### config.mk
export PLATFORM = sky130hd
export DESIGN_NAME = radio_bridge_seq
export DESIGN_NICKNAME = d
export VERILOG_FILES = /design/src/rtl/radio_bridge_seq.sv
export SDC_FILE = /design/constraint.sdc
export NUM_CORES = 1
export LEC_CHECK = 0
export ABC_CLOCK_PERIOD_IN_PS = 1300
export BUFFER_PORTS_ARGS = -buffer_cell sky130_fd_sc_hd__clkbuf_2
export CAP_MARGIN = 10
export CORE_MARGIN = 3
export CORE_UTILIZATION = 41
export CTS_CLUSTER_SIZE = 20
export DETAILED_ROUTE_END_ITERATION = 16
export PLACE_DENSITY = 0.82
export SYNTH_ARGS = -nofsm -noshare
export SYNTH_HDL_FRONTEND = slang
export SYNTH_SLANG_ARGS = --single-unit
### constraint.sdc
create_clock -name converter_clock_in -period 1.3 [get_ports converter_clock_in]
set_input_delay 0.065 -clock converter_clock_in [delete_from_list [all_inputs] [get_ports converter_clock_in]]
set_output_delay 0.065 -clock converter_clock_in [all_outputs]
set_load 0.01 [all_outputs]
### src/rtl/radio_bridge_seq.sv
// Radio board bridge: registered DAC/ADC paths plus a single Tx/Rx sequencer (TxEn/RxEn, radio_B, Tx gain).
// Define RADIO_BRIDGE_GAIN_RAMP_EN for 1-LSB Tx gain ramping; otherwise gain changes take effect in one cycle.
module radio_bridge_seq #(
  parameter int NUM_CH           = 2,
  parameter int DAC_WIDTH        = 16,
  parameter int ADC_WIDTH        = 14,
  parameter int TX_SETTLE_CYCLES = 40,
  parameter int GAIN_STEP_CYCLES = 4
) (
  input  logic                          converter_clock_in,
  input  logic                          converter_reset_n,
  input  logic                          user_tx_req,
  input  logic                          user_rx_req,
  input  logic [5:0]                    user_Tx_gain,
  input  logic [1:0]                    user_RxRF_gain,
  input  logic [4:0]                    user_RxBB_gain,
  input  logic [NUM_CH*DAC_WIDTH-1:0]   user_DAC_I,
  input  logic [NUM_CH*DAC_WIDTH-1:0]   user_DAC_Q,
  input  logic [NUM_CH*ADC_WIDTH-1:0]   radio_ADC_I,
  input  logic [NUM_CH*ADC_WIDTH-1:0]   radio_ADC_Q,
  output logic [NUM_CH*DAC_WIDTH-1:0]   radio_DAC_I,
  output logic [NUM_CH*DAC_WIDTH-1:0]   radio_DAC_Q,
  output logic [NUM_CH*ADC_WIDTH-1:0]   user_ADC_I,
  output logic [NUM_CH*ADC_WIDTH-1:0]   user_ADC_Q,
  output logic                          user_ADC_valid,
  output logic                          user_tx_ready,
  output logic                          radio_TxEn,
  output logic                          radio_RxEn,
  output logic [6:0]                    radio_B,
  output logic [2:0]                    seq_state
);

  localparam int CNT_MAX = (TX_SETTLE_CYCLES > GAIN_STEP_CYCLES) ? TX_SETTLE_CYCLES : GAIN_STEP_CYCLES;
  localparam int CNT_W   = $clog2(CNT_MAX + 1);
  localparam logic [CNT_W-1:0] SETTLE_LAST = CNT_W'(TX_SETTLE_CYCLES - 1);

  typedef enum logic [2:0] {
    IDLE         = 3'd0,
    RX           = 3'd1,
    TX_EN        = 3'd2,
    TX_RAMP_UP   = 3'd3,
    TX_ACTIVE    = 3'd4,
    TX_RAMP_DOWN = 3'd5
  } state_t;

`ifdef RADIO_BRIDGE_GAIN_RAMP_EN
  localparam logic [CNT_W-1:0] STEP_LAST = CNT_W'(GAIN_STEP_CYCLES - 1);

  function automatic logic [5:0] sat_inc(input logic [5:0] g);
    return (g == 6'd63) ? g : g + 6'd1;
  endfunction

  function automatic logic [5:0] sat_dec(input logic [5:0] g);
    return (g == 6'd0) ? g : g - 6'd1;
  endfunction
`endif

  state_t                        state_q, state_d;
  logic [5:0]                    gain_q, gain_d;
  logic [CNT_W-1:0]              cnt_q, cnt_d;
  logic                          cnt_clr;
  logic                          txen_q, rxen_q, ready_q;
  logic [6:0]                    b_q, b_d;
  logic [NUM_CH*DAC_WIDTH-1:0]   dac_i_q, dac_q_q;
  logic [NUM_CH*ADC_WIDTH-1:0]   adc_i_p0_q, adc_q_p0_q, adc_i_p1_q, adc_q_p1_q;
  logic                          vld_p0_q, vld_p1_q;
  logic                          tx_path_d;

  always_comb begin
    state_d = state_q;
    gain_d  = gain_q;
    cnt_clr = 1'b0;
    case (state_q)
      IDLE: begin
        gain_d = 6'd0;
        if (user_tx_req)      state_d = TX_EN;
        else if (user_rx_req) state_d = RX;
      end
      RX: begin
        if (!user_rx_req || user_tx_req) state_d = IDLE;
      end
      TX_EN: begin
        gain_d = 6'd0;
        if (!user_tx_req)              state_d = IDLE;
        else if (cnt_q == SETTLE_LAST) state_d = TX_RAMP_UP;
      end
      TX_RAMP_UP: begin
        if (!user_tx_req) begin
          state_d = TX_RAMP_DOWN;
        end else begin
`ifdef RADIO_BRIDGE_GAIN_RAMP_EN
          if (gain_q >= user_Tx_gain) begin
            state_d = TX_ACTIVE;
          end else if (cnt_q == STEP_LAST) begin
            gain_d  = sat_inc(gain_q);
            cnt_clr = 1'b1;
            if (gain_d == user_Tx_gain) state_d = TX_ACTIVE;
          end
`else
          gain_d  = user_Tx_gain;
          state_d = TX_ACTIVE;
`endif
        end
      end
      TX_ACTIVE: begin
        if (!user_tx_req) begin
          state_d = TX_RAMP_DOWN;
        end else begin
`ifdef RADIO_BRIDGE_GAIN_RAMP_EN
          if (cnt_q == STEP_LAST) begin
            cnt_clr = 1'b1;
            if (gain_q < user_Tx_gain)      gain_d = sat_inc(gain_q);
            else if (gain_q > user_Tx_gain) gain_d = sat_dec(gain_q);
          end
`else
          gain_d = user_Tx_gain;
`endif
        end
      end
      TX_RAMP_DOWN: begin
        // tx_req is deliberately not looked at here: the ramp always finishes in IDLE
`ifdef RADIO_BRIDGE_GAIN_RAMP_EN
        if (cnt_q == STEP_LAST) begin
          gain_d  = sat_dec(gain_q);
          cnt_clr = 1'b1;
        end
        if (gain_d == 6'd0) state_d = IDLE;
`else
        gain_d  = 6'd0;
        state_d = IDLE;
`endif
      end
      default: begin
        state_d = IDLE;
        gain_d  = 6'd0;
      end
    endcase

    if (cnt_clr || (state_d != state_q) || (state_q == IDLE) || (state_q == RX))
      cnt_d = '0;
    else
      cnt_d = cnt_q + 1'b1;

    tx_path_d = (state_d == TX_RAMP_UP) || (state_d == TX_ACTIVE) || (state_d == TX_RAMP_DOWN);
    b_d       = (state_d == RX) ? {user_RxRF_gain, user_RxBB_gain} : {1'b0, gain_d};
  end

  // Control outputs are registered from the next state so they change on the state-entry edge
  always_ff @(posedge converter_clock_in) begin
    if (!converter_reset_n) begin
      state_q <= IDLE;
      gain_q  <= 6'd0;
      cnt_q   <= '0;
      txen_q  <= 1'b0;
      rxen_q  <= 1'b0;
      ready_q <= 1'b0;
      b_q     <= 7'd0;
    end else begin
      state_q <= state_d;
      gain_q  <= gain_d;
      cnt_q   <= cnt_d;
      txen_q  <= (state_d == TX_EN) || tx_path_d;
      rxen_q  <= (state_d == RX);
      ready_q <= (state_d == TX_ACTIVE);
      b_q     <= b_d;
    end
  end

  // Data paths: DAC one stage, ADC two stages with valid riding alongside
  always_ff @(posedge converter_clock_in) begin
    if (!converter_reset_n) begin
      dac_i_q    <= '0;
      dac_q_q    <= '0;
      adc_i_p0_q <= '0;
      adc_q_p0_q <= '0;
      adc_i_p1_q <= '0;
      adc_q_p1_q <= '0;
      vld_p0_q   <= 1'b0;
      vld_p1_q   <= 1'b0;
    end else begin
      dac_i_q    <= tx_path_d ? user_DAC_I : '0;
      dac_q_q    <= tx_path_d ? user_DAC_Q : '0;
      adc_i_p0_q <= radio_ADC_I;
      adc_q_p0_q <= radio_ADC_Q;
      adc_i_p1_q <= adc_i_p0_q;
      adc_q_p1_q <= adc_q_p0_q;
      vld_p0_q   <= (state_q == RX);
      vld_p1_q   <= vld_p0_q;
    end
  end

  assign radio_DAC_I    = dac_i_q;
  assign radio_DAC_Q    = dac_q_q;
  assign user_ADC_I     = adc_i_p1_q;
  assign user_ADC_Q     = adc_q_p1_q;
  assign user_ADC_valid = vld_p1_q;
  assign user_tx_ready  = ready_q;
  assign radio_TxEn     = txen_q;
  assign radio_RxEn     = rxen_q;
  assign radio_B        = b_q;
  assign seq_state      = state_q;

  a_txen_rxen_exclusive: assert property (@(posedge converter_clock_in)
    disable iff (!converter_reset_n) !(txen_q && rxen_q));

endmodule
# After elaboration in Yosys (flattened, before gate mapping)
# Cells that the tools add are included.
# word_totals
register_bits	203
inputBits	137
output_inout_bits	134
wordCells	52
# classes
n_addsub	1
n_eq_ne	11
muxes	11
bitwise_logic	1
n_reduce_logical	12
# op_table
op	n
$mux 3	6
$pmux 3 s5	1
$eq 3x2->1 const B	4
$mux 6	2
$pmux 6 s2	1
$eq 3x3->1 const B	3
$add 6x1->6 const B	1
$eq 3x1->1 const B	2
$eq 6x6->1 const B	1
$logic_or 1x1->1	6
$reduce_and 2->1	2
$reduce_or 2->1	2
$logic_not 3->1	1
$ne 3x3->1	1
$logic_not 1->1	1
$mux 1	1
$not 1->1	1

# Logic depth before layout (Yosys ltp)
# Gate-level depths: netlist of run 1.
# depth
depth_word	8
ltp_mapped	6
depth_no_buf	5

# Worst setup path before layout of run 1
# No wires, ideal clock.
# synth_path
path_kind	flip-flop to flip-flop
start	register state_q[0] (netlist: seq_state[0])
end	register dac_i_q[0] (netlist: radio_DAC_I[0])
t_arrival_ns	1.470
slack_ns	-0.230
stages_incl_launch_ff	6
n_path_buf	1
cell_sequence	dfxtp_1 mux2_1 or3_4 nand3_4 buf_6 and3_1
# synth_via
elab_chain_len	7
elab_cells_between_ends	18
# synth_rtl
element	line_no	text
start, declared	58	state_t state_q, state_d;
start signal, assigned	159	state_q <= state_d;
$mux 3 (on tied branches)	85, 77	
$mux 3 (on tied branches)	84, 76	
$pmux 3 s5 (*)	73	case (state_q)
$eq 3x2->1 / $eq 3x3->1 (equally long branches)	144	tx_path_d = (state_d == TX_RAMP_UP) || (state_d == TX_ACTIVE) || (state_d == TX_RAMP_DOWN);
$logic_or 1x1->1	144	
$logic_or 1x1->1 (*)	144	
$reduce_and 2->1 (no line) (*)	n/a	
end signal, assigned	181	dac_i_q <= tx_path_d ? user_DAC_I : '0;
end, declared	64	logic [NUM_CH*DAC_WIDTH-1:0] dac_i_q, dac_q_q;
# Every way passes the cells marked *; elsewhere a longest branch is shown, timed or not.
# A chain may end at the register's enable or synchronous reset.

# Worst setup path after layout of run 1
# layout_path
start	register state_q[0] (netlist: seq_state[0])
end	register dac_i_q[20] (netlist: radio_DAC_I[20])
# Same word-level chain as after synthesis.

==> results by group, run 1 <==
GRT
  • Initial antenna violation count: 0
  • Vias in the first global route: 5430
  • Total GRT Usage: 23.3%
  • First-pass GRT wire length: between 20000 and 30000 um
  • Largest net degree at the start of global routing: 78
  • GRT overflow: 0

Layout
  • Layout Nets: around 1.1k
  • Ratio of cells with drive above 1 in the final layout: around two fifths
  • Most common cell after layout, fill and taps aside: clkbuf_2
  • Design area: 0.00984 mm^2
  • Footprint of the multi-input gates: roughly 0.0017 mm^2
  • Final Non-Filler Cells: ~1.1k
  • N_diodes: 0
  • Commonest cells after routing, fill and taps aside: clkbuf_2 (269), dfxtp_1 (200), dlygate4sd3_1 (134)
  • Fin util: roughly 71%
  • Reg area: about 0.004 mm^2
  • Fill cells: roughly 880
  • Post-synthesis to final-layout area growth: 67.2%

Yosys
  • Post-synth top flop: dfxtp_1
  • Syn. warnings: 0
  • Asr flop ratio synth: 0%
  • Synth top area share: between 60% and 70%
  • Post-synth net total: 625
  • Post-synthesis register bit count: 203
  • Cell taking the most area after synthesis: dfxtp_1
  • Avg Cell Area, Syn: approximately 12 um^2
  • Area contributors post-synth: dfxtp_1 (69%), and2_1 (12%), and3_1 (7.0%)
  • Syn Inst Count: roughly 500
  • Library cells used by synthesis: between 40 and 50
  • Post-synth EDFFs: 0
  • Synthesized area: roughly 0.0059 mm^2
  • Sequential area share after synthesis: approximately 69%

Floorplan
  • Core footprint: 0.0139 mm^2
  • I/O Pins: approximately 270
  • Core Rows: 43
  • Die Span Y: ~130 um
  • Starting density of the core: a little over two fifths
  • Die area: roughly 0.016 mm^2
  • Die Span X: 126 um

Worst setup path
  • Critical Path RT: approximately 1.7 ns
  • Crit path to: radio_DAC_I[20]$_SDFF_PN0_
  • R2R Setup Slk: -0.36 ns
  • CP Launch Point: seq_state[0]$_SDFF_PN0_
  • Reg-to-Reg Start: seq_state[0]$_SDFF_PN0_
  • Worst setup EP type: flip-flop
  • Crit Path Max Fanout: 29
  • R2r endpoint: radio_DAC_I[20]$_SDFF_PN0_
  • Kind of critical path: flip-flop to flip-flop
  • CP Launch Type: flip-flop
  • Reg2reg path depth: 5
  • Worst EP arrival: between 2 and 2.5 ns

Clock tree
  • CTS Root Cell: clkbuf_16
  • Num CTS Buffers: 21
  • Bufs on Longest Clock Path: 3
  • Sink Count: between 200 and 250
  • H-tree levels: 1
  • CTS clk-pin slew, worst paths: 0.06 ns
  • CTS tree: built
  • Clk Latency, worst-skew pair: 0.48 ns

Outcome
  • Status: complete, but fails checks
  • Failing checks: setup timing

STA
  • Min Tclk post-route: about 1.7 ns
  • Setup slack after layout: -0.357 ns
  • Worst hold slack: 0.0331 ns
  • Final worst-path cycle share: 127%
  • Final Max Slew Viols: 0
  • Setup Viol. Count Final: 87
  • Worst Tran Pin Value: about 0.36 ns
  • RSZ-0062 raised after global routing: true
  • Max Fclk: 0.604 GHz
  • Hold Violations, Final: 0
  • Max-slew headroom: 75.6%
  • Skew final: between 0.02 and 0.025 ns

Power and ir drop
  • Clk network pwr share: a little over two fifths
  • Register share of total power: about 48%
  • Switching Share: between 20 and 25%
  • Combinational power share: ~10%
  • Switching pwr: roughly 3 mW
  • Leak pwr: 4.93 nW
  • Pint: roughly 11 mW
  • Worst vdd ir: 0.000919 V
  • Power per cell area: between 1000 and 1500 mW/mm^2

Detailed routing
  • DR WL/cell: 17.4 um
  • First DRT Iteration DRCs: approximately 270
  • DR pass1 iterations: 4
  • Via density: approximately 4.7
  • Via count: ~5.2k
  • ANT nets after route: 0
  • Residual DRC: 0
  • Drt total wl: 19400 um

Placement
  • Placed cells: 930
  • Port bufs: 270
  • Post-Place Cell Area: 0.00757 mm^2
  • GPL Wtd Cong: roughly 0.75
  • Post-DP HPWL: just over 10000 um
  • Dpl ws: -0.238 ns

Min path
  • Worst Hold Class: primary input to flip-flop

Flow run
  • Max Cap Viol: 0
Yosys cell counts, types with 2 or more instances:
| library cell | number |
|---|---|
| buf_2 | 3 |
| clkbuf_1 | 18 |
| nor3b_1 | 2 |
| nand2_1 | 3 |
| a22oi_1 | 6 |
| nand3_1 | 2 |
| nand4_1 | 2 |
| o21ai_0 | 2 |
| inv_1 | 9 |
| nor3_1 | 2 |
| a21oi_2 | 6 |
| dfxtp_1 | 203 |
| buf_6 | 8 |
| and3_1 | 66 |
| xor2_1 | 3 |
| nor2_1 | 13 |
| nor2b_1 | 2 |
| and2_1 | 113 |
| and3b_1 | 2 |
repair_timing:
action                                 in CTS  in global routing
pin swaps                                   4                  7
setup endpoints to repair                  86                 88
gates resized for setup                    13                  5
hold buffers                              134                  0
setup buffers                               5                  4
endpoints found under the hold margin     135                  0
gates cloned                                2                  2
cell families after synthesis:
kind of cell / share of synthesized area, %
simple gates: 23.4
xor+xnor: 0.596
compound gates: 2.57
flops: 69.1
fa+ha+maj: 0.213
buf+inv: 4.00
mux: 0.191
metal layers:
metal	vias to the layer above	track usage, %	wire length, um
met5	-	0	0
met2	224	44.8	10400
met4	0	8.52	874
met3	63	5.26	1170
li1	2435	-	-
met1	2451	24.7	6870
cell type report:
class                      instances  area share (%)
sequential                       203            41.4
timing repair buffer             440            32.0
multi-input combinational        243            16.9
clock buffer                      32            6.47
tap                              180            2.29
inverter                          10           0.509
clock inverter                     4           0.458
registers in the layout (all words and copies together), names as in the netlist:
signal	flops
adc_i_p0_q	28
adc_q_p0_q	28
cnt_q	6
gain_q	6
radio_B	7
radio_DAC_I	32
radio_DAC_Q	32
radio_RxEn	1
radio_TxEn	1
seq_state	3
user_ADC_I	28
user_ADC_Q	28
user_ADC_valid	1
user_tx_ready	1
vld_p0_q	1
worst min path at each step:
stage / start / endpoint / slack (ns) / cells past startpoint
after CTS: user_tx_req / seq_state[1]$_SDFF_PN0_ / -0.01 / 2
after detailed placement: radio_ADC_Q[24] / adc_q_p0_q[24]$_SDFF_PN0_ / 0.27 / 2
after global placement: radio_ADC_I[15] / adc_i_p0_q[15]$_SDFF_PN0_ / 0.27 / 2
after floorplan: radio_ADC_I[0] / adc_i_p0_q[0]$_SDFF_PN0_ / 0.19 / 1
final: user_tx_req / seq_state[1]$_SDFF_PN0_ / 0.03 / 2
after global routing: user_tx_req / seq_state[1]$_SDFF_PN0_ / 0.03 / 2
through the flow:
stage / setup TNS [ns] / power, mW
final: -23.44 / 13.7
after global routing: -27.28 / 14.2
after CTS: -17.67 / 13.7
after detailed placement: -16.38 / 7.52
after global placement: -14.00 / 7.49
after floorplan: -10.70 / 7.07
power by group through the flow:
stage	Combinational (mW)	Clock (mW)	Sequential, mW
floorplan	0.354	0	6.72
global placement	0.846	0	6.65
detailed placement	0.861	0	6.66
CTS	1.28	5.91	6.52
global route	1.47	6.19	6.55
finish	1.37	5.84	6.53
worst max-delay path: stages (launching register included):
cell and delay [ns]:
dfxtp_4 0.36, mux2_4 0.30, or3_4 0.37, nand3_4 0.15, buf_12 0.17, and3_1 0.21
Note: power is estimated with default switching activity, not from simulation.
==> inputs of run 2 (changes only) <==
Settings changed: CORE_UTILIZATION 41 to 43, CTS_BUF_LIST from default to sky130_fd_sc_hd__clkbuf_4, PLACE_DENSITY 0.82 to 0.85.
==> run 2 against run 1 <==
Compared with the run above: cell count rose by 5.8%; the flow still finishes with violations (setup timing); critical path type unchanged; die area is 4.4% lower; non-clock buffer count grew 20; fmax grew 2.2%; highest routed layer is now met5.
==> results by group, run 2 (synthesized netlist as in run 1, its figures left out) <==
Outcome
  • Status: complete, but fails checks
  • Failing checks: setup timing

STA
  • Final Max Slew Viols: 0
  • Final worst-path cycle share: 125%
  • Setup slack after layout: -0.322 ns
  • Max-slew headroom: about 79%
  • Worst Tran Pin Value: 0.307 ns
  • Setup TNS: -21.97 ns
  • RSZ-0062 raised after global routing: true
  • Setup Viol. Count Final: 89
  • Worst hold slack: ~0.19 ns
  • Skew final: between 0.03 and 0.04 ns
  • Max Fclk: around 0.6 GHz
  • Min Tclk post-route: roughly 1.6 ns
  • Hold Violations, Final: 0

GRT
  • First-pass GRT wire length: between 20000 and 30000 um
  • Largest net degree at the start of global routing: 79
  • Total GRT Usage: 24.6%
  • GRT overflow: 0
  • Vias in the first global route: ~5.7k
  • Initial antenna violation count: 2

Worst setup path
  • Reg2reg path depth: 6
  • Critical Path RT: between 1.5 and 2 ns
  • R2R Setup Slk: -0.32 ns
  • R2r endpoint: radio_DAC_Q[19]$_SDFF_PN0_
  • CP Launch Type: flip-flop
  • Crit Path Max Fanout: 13
  • Reg-to-Reg Start: seq_state[0]$_SDFF_PN0_
  • Worst EP arrival: about 2.2 ns
  • CP Launch Point: seq_state[0]$_SDFF_PN0_
  • Kind of critical path: flip-flop to flip-flop
  • Worst setup EP type: flip-flop

Floorplan
  • Core footprint: 0.0133 mm^2
  • Die area: about 0.015 mm^2
  • Starting density of the core: 44.2%
  • I/O Pins: around 270
  • Die Span X: between 100 and 150 um
  • Die Span Y: ~120 um
  • Core Rows: 42

Detailed routing
  • Residual DRC: 0
  • ANT nets after route: 0
  • Via count: 5493
  • Drt total wl: just over 20000 um
  • Via density: ~4.7
  • First DRT Iteration DRCs: around 330
  • DR WL/cell: about 18 um
  • DR pass1 iterations: 5

Layout
  • Most common cell after layout, fill and taps aside: clkbuf_2
  • Design area: between 0.009 and 0.01 mm^2
  • Commonest cells after routing, fill and taps aside: clkbuf_2 (266), dfxtp_1 (198), dlygate4sd3_1 (160)
  • Layout Nets: between 1k and 1.5k
  • Post-synthesis to final-layout area growth: 69.3%
  • Ratio of cells with drive above 1 in the final layout: ~40%

Clock tree
  • H-tree levels: 2
  • CTS tree: built
  • CTS clk-pin slew, worst paths: around 0.080 ns
  • Num CTS Buffers: 49
  • Clk Latency, worst-skew pair: 0.65 ns
  • Bufs on Longest Clock Path: 3
  • CTS Root Cell: clkbuf_4
  • Sink Count: approximately 200

Power and ir drop
  • Overall power: 13.0 mW
  • Power per cell area: 1300 mW/mm^2
  • Leak pwr: 5.05 nW
  • Worst vdd ir: about 0.00091 V

Min path
  • Worst Hold Class: primary input to flip-flop
  • Hold path endpoint: radio_DAC_I[31]$_SDFF_PN0_
  • Hold_sp: user_DAC_I[31]
  • Worst hold path depth: 3

Placement
  • GPL Wtd Cong: 0.756
  • Port bufs: 270
  • Dpl ws: -0.232 ns
  • Post-Place Cell Area: between 0.007 and 0.008 mm^2
  • Post-DP HPWL: approximately 10000 um

Flow run
  • Max Cap Viol: 0
run 2: cell count changes in the layout (fill, tap and decap cells not counted), moves of 3 or more:
cell,before,now
clkbuf_4,0,66
dlygate4sd3_1,134,160
clkbuf_16,23,4
clkinv_1,0,9
buf_4,19,12
clkbuf_8,7,1
clkbuf_1,4,0
buf_6,6,9
clkbuf_2,269,266
diode_2,0,3
run 2: repair_timing:
| item | in CTS | in global routing |
|---|---|---|
| cloned | 0 | 5 |
| gates resized for setup | 9 | 9 |
| hold endpoints to repair | 162 | 0 |
| pin swaps | 2 | 6 |
| hold buffers | 160 | 0 |
| setup endpoints to repair | 88 | 90 |
| buffers inserted | 2 | 4 |
run 2: routing by layer:
metal  global-route usage [%]  part of all wire (%)  vias to the layer above
li1                         -                     -                     2558
met5                        0                 0.044                        -
met1                     25.4                    35                     2574
met4                     12.6                   3.8                        2
met3                     8.01                   7.7                       74
met2                     44.3                    53                      285
run 2: metrics by stage:
step                      std cells  utilization, %
after global routing           1175            74.9
final                          1177            74.9
after detailed placement        921            56.7
after floorplan                 487               -
after CTS                      1165            73.6
after global placement          921            56.7
run 2: worst max-delay path, stage by stage (launching register included):
cell and delay, ns:
dfxtp_4 0.35, buf_6 0.14, and4bb_1 0.27, nand4_1 0.21, nand3_4 0.24, buf_6 0.17, and3_1 0.19
run 2: final cells by class:
type                       instances  area [um^2]
antenna                            3         7.51
clock buffer                      66          495
clock inverter                    16         96.3
fill                             787         3340
inverter                          10         50.0
multi-input combinational        243         1640
sequential                       203         4080
tap                              176          220
timing repair buffer             460         3370
run 2: power breakdown:
part	leakage [nW]	internal [mW]	switching (mW)
clock	0.352	2.56	2.48
combinational	3.03	0.826	0.600
sequential	1.67	6.45	0.0704
run 2: worst max-delay path by stage:
stage	end	slack [ns]
3_3_place_gp	radio_B[2]$_SDFF_PN0_	-0.19
6_report	radio_DAC_Q[19]$_SDFF_PN0_	-0.32
5_1_grt	radio_DAC_Q[19]$_SDFF_PN0_	-0.36
3_5_place_dp	radio_DAC_Q[3]$_SDFF_PN0_	-0.23
2_1_floorplan	radio_DAC_I[0]$_SDFF_PN0_	-0.15
4_1_cts	radio_DAC_Q[3]$_SDFF_PN0_	-0.23
==> inputs of run 3 (changes only) <==
Settings changed: CORE_ASPECT_RATIO from default to 1.5.
==> run 3 against run 2 <==
Compared with the run above: the run still ends with setup timing left; cell count shrank 3.1%; clock power shrank 3%; count of clock-buffer cells in the layout shrank 2; routed wire length shrank 5.5%; setup slack lost 0.0078 ns; sequential power is essentially flat; cell area shrank 3.3%; non-clock buffer count shrank 22; hold slack gained 0.021 ns.
==> results by group, run 3 (synthesized netlist as in run 1, its figures left out) <==
Outcome
  • Status: complete, but fails checks
  • Failing checks: setup timing

Worst setup path
  • Crit Path Max Fanout: 32
  • Critical Path RT: around 1.8 ns
  • CP cell instances: buf_4 -> and4bb_1 -> nand4_1 -> nand3_4 -> buf_12 -> and3_1
  • CP Launch Type: flip-flop
  • Reg-to-Reg Start: seq_state[0]$_SDFF_PN0_
  • Kind of critical path: flip-flop to flip-flop
  • Worst EP arrival: ~2.1 ns
  • Largest delay share family, worst path: simple AND/OR/NAND/NOR gates
  • CP max stage delay: 0.36 ns
  • R2r endpoint: radio_DAC_Q[17]$_SDFF_PN0_
  • Worst setup EP type: flip-flop
  • CP max-delay cell: dfxtp_4
  • R2R Setup Slk: -0.33 ns
  • Reg2reg path depth: 6
  • CP bufs+invs: 2

GRT
  • Vias in the first global route: roughly 5.7k
  • First-pass GRT wire length: between 20000 and 30000 um
  • GRT overflow: 0
  • Largest net degree at the start of global routing: 66
  • Initial antenna violation count: 4
  • Total GRT Usage: between 20% and 30%

Placement
  • Post-DP HPWL: 10600 um
  • Post-Place Cell Area: between 0.007 and 0.008 mm^2
  • Port bufs: between 200 and 300
  • Placed cells: between 900 and 1k
  • GPL Wtd Cong: between 0.7 and 0.8

Layout
  • Ratio of cells with drive above 1 in the final layout: 41.0%
  • Final Non-Filler Cells: around 1.1k
  • Commonest cells after routing, fill and taps aside: clkbuf_2 (267), dfxtp_1 (200), dlygate4sd3_1 (136)
  • Post-synthesis to final-layout area growth: 63.7%
  • Layout Nets: between 1k and 1.5k
  • Fin util: around 73%
  • Most common cell after layout, fill and taps aside: clkbuf_2
  • Design area: roughly 0.0096 mm^2

Detailed routing
  • DR pass1 iterations: 4
  • Drt total wl: approximately 20000 um
  • Via density: between 4 and 5
  • First DRT Iteration DRCs: roughly 160
  • Residual DRC: 0
  • Via count: 5298
  • ANT nets after route: 0
  • DR WL/cell: 17.1 um

Floorplan
  • Core footprint: roughly 0.013 mm^2
  • Starting density of the core: approximately 45%
  • Core Rows: a little over 50
  • Die Span X: 102 um
  • Die area: ~0.015 mm^2
  • I/O Pins: 271
  • Die Span Y: 149 um

Flow run
  • Max Cap Viol: 0

Power and ir drop
  • Pint: about 9.7 mW
  • Register share of total power: approximately half
  • Leak pwr: slightly below 5 nW
  • Power per cell area: between 1000 and 1500 mW/mm^2
  • Switching pwr: between 3 and 4 mW
  • Worst vdd ir: approximately 0.0009 V
  • Combinational power share: a little over a tenth
  • Overall power: 12.7 mW
  • Switching Share: about a quarter
  • Clk network pwr share: about two fifths

STA
  • Worst Tran Pin Value: 0.351 ns
  • Final Max Slew Viols: 0
  • Max Fclk: a little over 0.6 GHz
  • Skew final: a little over 0.06 ns
  • Hold Violations, Final: 0
  • Final worst-path cycle share: 125%
  • Worst hold slack: 0.209 ns
  • Min Tclk post-route: approximately 1.6 ns
  • Setup slack after layout: -0.330 ns
  • Max-slew headroom: 76.6%
  • Setup Viol. Count Final: 86
  • RSZ-0062 raised after global routing: true

Clock tree
  • Num CTS Buffers: 46
  • Clk Latency, worst-skew pair: roughly 0.62 ns
  • CTS Root Cell: clkbuf_4
  • Sink Count: around 200
  • CTS tree: built
  • CTS clk-pin slew, worst paths: 0.08 ns
  • H-tree levels: 2
  • Bufs on Longest Clock Path: 3

Min path
  • Worst hold path depth: 3
  • Hold path endpoint: radio_DAC_Q[10]$_SDFF_PN0_
  • Worst Hold Class: primary input to flip-flop
  • Hold_sp: user_DAC_Q[10]
-- run 3: changes by cell type in the layout (fill, tap and decap cells not counted), sizes merged --
| cell | previous run | this run |
|---|---|---|
| buf | 29 | 34 |
| clkbuf | 337 | 332 |
| clkinv | 15 | 17 |
| clkinvlp | 1 | 0 |
| diode | 3 | 6 |
| dlygate4sd3 | 160 | 136 |
-- run 3: routing by layer --
metal  part of all wire, %  routed length, um  vias up  global-route usage, %
met5                     0                  0        -                      0
li1                      -                  -     2510                      -
met1                    35               6910     2434                   24.4
met4                   5.0                977        0                   13.6
met3                   6.2               1210       77                   5.94
met2                    53              10400      277                   43.0
-- run 3: how the worst max path moves through the flow --
stage	start	to	slack, ns	cells past startpoint
final	seq_state[0]$_SDFF_PN0_	radio_DAC_Q[17]$_SDFF_PN0_	-0.33	6
after detailed placement	seq_state[1]$_SDFF_PN0_	radio_B[1]$_SDFF_PN0_	-0.29	5
after CTS	seq_state[0]$_SDFF_PN0_	radio_DAC_Q[17]$_SDFF_PN0_	-0.28	5
after global placement	seq_state[0]$_SDFF_PN0_	radio_DAC_I[17]$_SDFF_PN0_	-0.18	5
after global routing	seq_state[0]$_SDFF_PN0_	radio_DAC_Q[17]$_SDFF_PN0_	-0.39	6
after floorplan	seq_state[0]$_SDFF_PN0_	radio_DAC_I[0]$_SDFF_PN0_	-0.15	5
-- run 3: worst min-delay path: cells and delay by family --
family / cells / cell delay, ns
AND/OR/NAND/NOR: 1 / 0.12
buffers and inverters: 2 / 0.61
-- run 3: final cells by class --
class                      count  area [um^2]
clock buffer                  64          480
sequential                   203         4080
inverter                      10         50.0
clock inverter                17         95.1
timing repair buffer         438         3060
antenna                        6         15.0
multi-input combinational    243         1660
tap                          159          199
fill                         842         3580
-- run 3: power by group through the flow --
stage          logic [mW]  clock network [mW]  registers [mW]
3_5_place_dp        0.863                   0            6.65
6_report             1.32                4.88            6.52
4_1_cts              1.22                4.91            6.51
5_1_grt              1.41                5.31            6.54
3_3_place_gp        0.845                   0            6.64
2_1_floorplan       0.354                   0            6.72
-- run 3: per-stage QoR --
step | worst slack [ns] | setup TNS (ns)
5_1_grt | -0.389 | -25.08
3_5_place_dp | -0.292 | -17.04
3_3_place_gp | -0.183 | -13.42
2_1_floorplan | -0.154 | -10.70
4_1_cts | -0.277 | -15.62
6_report | -0.330 | -21.03
-- run 3: what timing repair did --
| item | 4_1_cts | 5_1_grt |
|---|---|---|
| endpoints found under the setup margin | 87 | 89 |
| pin swaps | 2 | 3 |
| hold buffers | 136 | 0 |
| gates cloned | 0 | 2 |
| resized for setup | 7 | 9 |
| endpoints found under the hold margin | 137 | 0 |
| buffers inserted | 4 | 4 |
